## config.mk

```make
export PLATFORM = sky130hd
export DESIGN_NAME = zet_pic_ng
export DESIGN_NICKNAME = d
export VERILOG_FILES = /design/src/rtl/zet_pic_ng_pkg.sv /design/src/rtl/zet_pic_prio_enc.sv /design/src/rtl/zet_pic_ng.sv
export SDC_FILE = /design/constraint.sdc
export NUM_CORES = 1
export LEC_CHECK = 0
export ABC_AREA = 0
export CAP_MARGIN = 0
export CORE_MARGIN = 5
export CORE_UTILIZATION = 55
export DETAILED_ROUTE_END_ITERATION = 8
export PLACE_DENSITY = 0.78
export SLEW_MARGIN = 20
export SYNTH_ARGS = -nofsm -noshare
export SYNTH_HDL_FRONTEND = slang
export SYNTH_HIERARCHICAL = 1
export SYNTH_SLANG_ARGS = --single-unit
```

## constraint.sdc

```tcl
create_clock -name wb_clk_i -period 7.05 [get_ports wb_clk_i]
set_input_delay 0.705 -clock wb_clk_i [delete_from_list [all_inputs] [get_ports wb_clk_i]]
set_output_delay 0.705 -clock wb_clk_i [all_outputs]
set_load 0.02 [all_outputs]
```

## src/rtl/zet_pic_ng_pkg.sv

```systemverilog
// Shared constants, types and bank helpers for the zet_pic_ng interrupt controller.
package zet_pic_ng_pkg;

  // Word register offsets (CPU adr[2:1])
  localparam logic [1:0] REG_CMD  = 2'd0;
  localparam logic [1:0] REG_IMR  = 2'd1;
  localparam logic [1:0] REG_ISR  = 2'd2;
  localparam logic [1:0] REG_ELCR = 2'd3;

  // Command word layout
  localparam int unsigned CMD_SPEC_BIT = 15;
  localparam int unsigned CMD_BANK_LSB = 13;
  localparam int unsigned CMD_IDX_W    = 5;

  localparam int unsigned BANK_W = 16;
  localparam int unsigned MAX_W  = 32;

  typedef logic [4:0] irq_idx_t;

  // Extract the 16-bit bank b of a register padded to 32 bits
  function automatic logic [BANK_W-1:0] bank_rd(input logic [MAX_W-1:0] v,
                                                input logic [1:0] b);
    bank_rd = BANK_W'(v >> {b, 4'd0});
  endfunction

  // Byte-masked write of bank b into a register padded to 32 bits
  function automatic logic [MAX_W-1:0] bank_wr(input logic [MAX_W-1:0]  v,
                                               input logic [1:0]        b,
                                               input logic [BANK_W-1:0] dat,
                                               input logic [1:0]        sel);
    logic [MAX_W-1:0] mask;
    logic [MAX_W-1:0] data;
    mask    = MAX_W'({{8{sel[1]}}, {8{sel[0]}}}) << {b, 4'd0};
    data    = MAX_W'(dat) << {b, 4'd0};
    bank_wr = (v & ~mask) | (data & mask);
  endfunction

endpackage

```

## src/rtl/zet_pic_prio_enc.sv

```systemverilog
// Lowest-index-first priority encoder: reports whether any bit is set and its index.
module zet_pic_prio_enc
  import zet_pic_ng_pkg::*;
#(
  parameter int unsigned W = 16
) (
  input  logic [W-1:0] vec,
  output logic         valid_c,
  output irq_idx_t     idx_c
);

  // Scan from the top so the lowest set bit is the last assignment
  always_comb begin
    valid_c = 1'b0;
    idx_c   = '0;
    for (int i = int'(W) - 1; i >= 0; i--) begin
      if (vec[i]) begin
        valid_c = 1'b1;
        idx_c   = irq_idx_t'(i);
      end
    end
  end

endmodule

```

## src/rtl/zet_pic_ng.sv

```systemverilog
// Parametrised single-level interrupt controller (8259A-style) on the Wishbone I/O switch.
// Optional macro ZET_PIC_AUTO_EOI_EN: INTA never sets ISR, EOI commands become no-ops.
module zet_pic_ng
  import zet_pic_ng_pkg::*;
#(
  parameter int unsigned NUM_IRQ  = 16,
  parameter logic [7:0]  VEC_BASE = 8'h08,
  parameter logic [31:0] IMR_RST  = 32'hFFFF_FFFB,
  parameter logic [31:0] ELCR_RST = 32'h0
) (
  input  logic               wb_clk_i,
  input  logic               wb_rst_n_i,
  input  logic [NUM_IRQ-1:0] irq_i,
  input  logic               nmi_i,
  input  logic [1:0]         wb_adr_i,
  input  logic [15:0]        wb_dat_i,
  output logic [15:0]        wb_dat_o,
  input  logic [1:0]         wb_sel_i,
  input  logic               wb_we_i,
  input  logic               wb_cyc_i,
  input  logic               wb_stb_i,
  output logic               wb_ack_o,
  input  logic [1:0]         wb_tgc_i,
  output logic [1:0]         wb_tgc_o
);

  localparam logic [NUM_IRQ-1:0] IRQ_ONE  = NUM_IRQ'(1);
  localparam logic [7:0]         SPUR_VEC = 8'(VEC_BASE + 8'(NUM_IRQ - 1));

  logic [NUM_IRQ-1:0] irq_q, irr_q, imr_q, isr_q, elcr_q;
  logic [NUM_IRQ-1:0] irr_d, imr_d, isr_d, elcr_d;
  logic [NUM_IRQ-1:0] elig_c, below_c, cand_c, inta_clr_c;
  logic [1:0]         bank_q, bank_d;
  logic [15:0]        dat_q, dat_d;
  logic               nmi_q, nmi_lat_q, nmi_lat_d;
  logic               ack_q, blk_q, intr_q;
  logic               req_c, acc_c, inta_c, wr_c, cmd_c, spec_c;
  logic               win_v_c, isr_v_c;
  irq_idx_t           win_idx_c, isr_idx_c, eoi_idx_c;

  // Lowest in-service level bounds which requests may nest
  zet_pic_prio_enc #(.W(NUM_IRQ)) u_isr_enc (
    .vec     (isr_q),
    .valid_c (isr_v_c),
    .idx_c   (isr_idx_c)
  );

  // Highest-priority eligible request strictly above the in-service level
  zet_pic_prio_enc #(.W(NUM_IRQ)) u_win_enc (
    .vec     (cand_c),
    .valid_c (win_v_c),
    .idx_c   (win_idx_c)
  );

  // Priority masking
  always_comb begin
    elig_c  = irr_q & ~imr_q;
    below_c = isr_v_c ? ((IRQ_ONE << isr_idx_c) - IRQ_ONE) : '1;
    cand_c  = elig_c & below_c;
  end

  // Bus request decode; a transfer held across reset stays blocked until stb drops
  always_comb begin
    req_c      = wb_cyc_i & wb_stb_i;
    acc_c      = req_c & ~ack_q & ~blk_q;
    inta_c     = acc_c & wb_tgc_i[1] & ~wb_we_i;
    wr_c       = acc_c & wb_we_i;
    cmd_c      = wr_c & (wb_adr_i == REG_CMD) & (|wb_sel_i);
    spec_c     = wb_sel_i[1] & wb_dat_i[CMD_SPEC_BIT];
    eoi_idx_c  = irq_idx_t'(wb_dat_i[CMD_IDX_W-1:0] & {CMD_IDX_W{wb_sel_i[0]}});
    inta_clr_c = (inta_c & win_v_c) ? ((IRQ_ONE << win_idx_c) & ~elcr_q) : '0;
  end

  // Next-state for interrupt registers, bank select and read data
  always_comb begin
    irr_d     = (irr_q & ~inta_clr_c) | (irq_i & ~irq_q);
    irr_d     = (irr_d & ~elcr_q) | (irq_i & elcr_q);
    imr_d     = imr_q;
    elcr_d    = elcr_q;
    isr_d     = isr_q;
    bank_d    = bank_q;
    dat_d     = dat_q;
    nmi_lat_d = (nmi_i & ~nmi_q) | (nmi_lat_q & ~wb_tgc_i[0]);

    if (wr_c && wb_adr_i == REG_IMR)
      imr_d = NUM_IRQ'(bank_wr(MAX_W'(imr_q), bank_q, wb_dat_i, wb_sel_i));
    if (wr_c && wb_adr_i == REG_ELCR)
      elcr_d = NUM_IRQ'(bank_wr(MAX_W'(elcr_q), bank_q, wb_dat_i, wb_sel_i));
    if (cmd_c && wb_sel_i[1])
      bank_d = wb_dat_i[CMD_BANK_LSB +: 2];

`ifdef ZET_PIC_AUTO_EOI_EN
    isr_d = '0;
`else
    if (inta_c && win_v_c)
      isr_d = isr_q | (IRQ_ONE << win_idx_c);
    else if (cmd_c && spec_c)
      isr_d = isr_q & ~(IRQ_ONE << eoi_idx_c);
    else if (cmd_c && isr_v_c)
      isr_d = isr_q & ~(IRQ_ONE << isr_idx_c);
`endif

    if (inta_c) begin
      dat_d = {8'h00, win_v_c ? 8'(VEC_BASE + 8'(win_idx_c)) : SPUR_VEC};
    end else if (acc_c && !wb_we_i) begin
      unique case (wb_adr_i)
        REG_CMD:  dat_d = bank_rd(MAX_W'(irr_q), bank_q);
        REG_IMR:  dat_d = bank_rd(MAX_W'(imr_q), bank_q);
        REG_ISR:  dat_d = bank_rd(MAX_W'(isr_q), bank_q);
        default:  dat_d = bank_rd(MAX_W'(elcr_q), bank_q);
      endcase
    end
  end

  // State registers
  always_ff @(posedge wb_clk_i or negedge wb_rst_n_i) begin
    if (!wb_rst_n_i) begin
      irq_q     <= '0;
      irr_q     <= '0;
      isr_q     <= '0;
      imr_q     <= NUM_IRQ'(IMR_RST);
      elcr_q    <= NUM_IRQ'(ELCR_RST);
      bank_q    <= '0;
      dat_q     <= '0;
      nmi_q     <= 1'b0;
      nmi_lat_q <= 1'b0;
      ack_q     <= 1'b0;
      blk_q     <= 1'b1;
      intr_q    <= 1'b0;
    end else begin
      irq_q     <= irq_i;
      irr_q     <= irr_d;
      isr_q     <= isr_d;
      imr_q     <= imr_d;
      elcr_q    <= elcr_d;
      bank_q    <= bank_d;
      dat_q     <= dat_d;
      nmi_q     <= nmi_i;
      nmi_lat_q <= nmi_lat_d;
      ack_q     <= acc_c;
      blk_q     <= blk_q & req_c;
      intr_q    <= win_v_c;
    end
  end

  assign wb_dat_o = dat_q;
  assign wb_ack_o = ack_q;
  assign wb_tgc_o = {intr_q, nmi_lat_q};

endmodule

```

==> results.md <==
- The flow ran to the end, and the final reports show no timing, DRC or antenna violations.
- The class of the most critical hold timing path is primary input to async pin.
- The initial antenna violation count was 0.
- In this run, synthesis inferred 0 flip-flops with an integrated enable.
- The deepest clock path buffer count is 2.
- The die is 111 um wide.
- The count of hold-fix buffers inserted at cts is 0.
- The tightest hold margin is around 0.25 ns.
- The minimum period implied by the final worst setup slack is roughly 5.6 ns.
- The worst setup path is launched from a flip-flop.
- The number of buffers inserted by post-CTS setup repair is 0.
- At the later pin of the worst-skew pair, clock insertion delay measures 0.39 ns.
- The site row count is 36.
- Counting every sink on the clock net gives 103.
- CTS placed an instance of clkbuf_8 at the clock tree root.
- The number of nets in the final layout is 667.
- Synthesis produced a netlist with a net count of ~620.
- For this run, the top clock speed supported by timing is ~180 MHz.
- TritonCTS created 9 clock buffers.
- The H-tree was split into 3 levels.
- The number of cells produced by synthesis is ~580.
- The initial utilization of the core area, before any placement, comes to 0.568.
- The chip height is 111 um.
- The most used flip-flop cell after synthesis is dfrtp_1.
- Yosys printed 6 warnings.
- The number of fill cells is 842.
- The congestion estimate from routability-driven global placement came to 0.943.
- The combined global-route utilization of all metal layers is 0.271.
- The library cell used most frequently in the layout, excluding fill and tap cells, is nand2_1.
- For the pin with the worst max-slew slack, the measured transition is roughly 1.1 ns.
- The synthesized design contains 103 register bits.
- The final number of max-transition violations is 0.
- For this design the top-level I/O count stands at 63.
- The cell leakage power is 0.00260 uW.
- The max-slew headroom at the worst pin is 0.262.
- The first-pass GRT wire length is 26.0 mm.
- The number of different library cells used by synthesis comes to 54.
- The highest net fanout along the worst path is 13.
- The post-detailed-route DRC marker count is 0.
- After legalization and detailed placement, the total HPWL measured 12.3 mm.
- The detail route stage leaves a number of antenna-violating nets equal to 0.
- The worst setup path is of the flip-flop to flip-flop kind.
- The die covers 12200 um^2.
- Summed over all layers, the global routing overflow is 0.
- The max-cap check violation count is 0.
- The number of global-route vias before repair came to 4645.
- The share of flip-flops with an asynchronous set or reset is 1.00.
- The sum of negative setup slack is 0 ns.
- The total via count after detailed routing is 4757.
- Setup repair after global routing left no endpoint under its margin.
- The hold violation total from the final report is 0.
- The largest net degree at the start of global routing is just under 70.
- The worst register-to-register path begins at isr_q[6].
- Of the cells placed in the final design, the portion with a size suffix greater than 1 is 0.136.
- The total standard cell area after synthesis is 5570 um^2.
- After detailed routing, the number of vias per cell comes to 6.27.
- The worst setup path is captured at a flip-flop.
- The number of failing setup endpoints in the final timing report is 0.
- The library cells used most frequently in the layout, excluding fill and tap cells, are nand2_1 (89), dfrtp_1 (87), clkdlybuf4s50_1 (61).
- 0 antenna diodes ended up in the layout.
- The clock skew is 0.0128 ns.
- The region available for standard cell placement spans 9820 um^2.
- The worst ir drop on vdd is 290 uV.
- Gates resized during post-CTS repair numbered 0.
- TritonCTS built the clock tree.
- After synthesis, the mean cell area works out to about 9.7 um^2.
- After detailed routing, the average wire length per cell comes to 21.4 um.
- For this block, the initial DRC count from the detailed router was 522.
- The clock transition at the registers of the reported paths is about 0.1 ns.
- The routed wire length is roughly 16 mm.
- The startpoint of the most critical setup path is isr_q[6].
- Relative to the synthesized area, the layout overhead comes to 15.5%.
- Of the available clock period, the critical path in the final layout requires 0.795.
- The sequential cell area fraction in the yosys report is 0.466.
- Data arrives at the worst endpoint at 5.89 ns.
- Power spread over the standard cell area amounts to between 300 and 400 nW/um^2.
- The required arrival time at the worst endpoint is 7.33 ns.
- The pre-antenna-repair detailed-routing pass consisted of 5 iterations.
- The count of input and output buffers is 62.
[final timing paths]
path | end | slack, ns | cells past startpoint
worst max-delay path | irr_q[2] | 1.45 | 20
worst min-delay path | async pin | 0.25 | 1
worst max register to register | irr_q[2] | 1.45 | 20
worst min register to register | nmi_lat_q | 0.45 | 1
max in group asynchronous | bank_q[1] | 5.59 | 2
min in group wb_clk_i | nmi_lat_q | 0.45 | 1
[layout make-up]
type                       count  area, um^2  share of cell area
timing repair buffer          69         671               0.104
inverter                      32         120              0.0187
clock inverter                 5        38.8             0.00602
clock buffer                  11         151              0.0235
multi-input combinational    406        2690               0.418
tap                          133         166              0.0258
sequential                   103        2600               0.403
[Yosys cell counts, types with 14 or more instances]
cell	instances	share of area
nand2_1	89	0.060
dfrtp_1	87	0.39
o21ai_0	45	0.040
a21oi_1	40	0.036
nor2_1	36	0.024
inv_1	32	0.022
clkbuf_1	19	0.013
mux2_2	17	0.034
a32o_1	16	0.029
dfstp_2	16	0.075
mux4_2	16	0.065
nor3_1	14	0.013
[power breakdown]
part / leakage [uW] / internal, uW / switching [uW]
Combinational: 0.00128 / 409 / 788
Sequential: 0.00122 / 713 / 94.6
Clock: 0.000102 / 152 / 214
Total: 0.00260 / 1270 / 1100
[cells by family after synthesis]
group	Yosys count	share of synthesized area
DFF	103	0.466
adders and majority gates	2	0.00449
other	2	0.00135
muxes	34	0.101
and+or+nand+nor	223	0.210
buffers and inverters	67	0.0514
AOI/OAI and AO/OA	144	0.164
xor gates and xnor gates	1	0.00157
[through the flow]
step / total power [uW] / utilization / cells / setup slack (ns) / instance area [um^2]
global route: 2500 / 0.656 / 759 / 1.05 / 6440
floorplan: 1570 / - / 576 / 2.01 / 5570
detailed placement: 1970 / 0.636 / 743 / 1.55 / 6250
global placement: 1960 / 0.636 / 743 / 1.66 / 6250
CTS: 2340 / 0.656 / 759 / 1.54 / 6440
finish: 2370 / 0.656 / 759 / 1.45 / 6440
[worst max-delay path, stage by stage, from the launching register on]
cell and delay (ns):
dfrtp_1 0.44, nor2b_1 0.16, nor3_1 0.21, nand3_1 0.11, o22ai_1 0.73, nor3_1 0.27, nand2_1 0.16, ha_1 0.41
and2_1 0.23, o21ai_0 0.09, nand2_1 0.08, a21oi_1 0.06, nor3b_1 0.43, nor4_2 0.12, and3_1 0.23, nand4_1 0.16
nand2_1 0.10, or3_1 0.56, nor4_4 0.49, nand2_1 0.13, a32o_1 0.30
[per-layer routing]
layer / share of wire / track usage / up-vias
met4: 0.022 / 0.0796 / 0
li1: - / - / 2162
met2: 0.46 / 0.425 / 205
met1: 0.44 / 0.378 / 2361
met3: 0.070 / 0.0628 / 29
met5: 0 / 0 / -
Note: power is estimated with default switching activity, not from simulation.
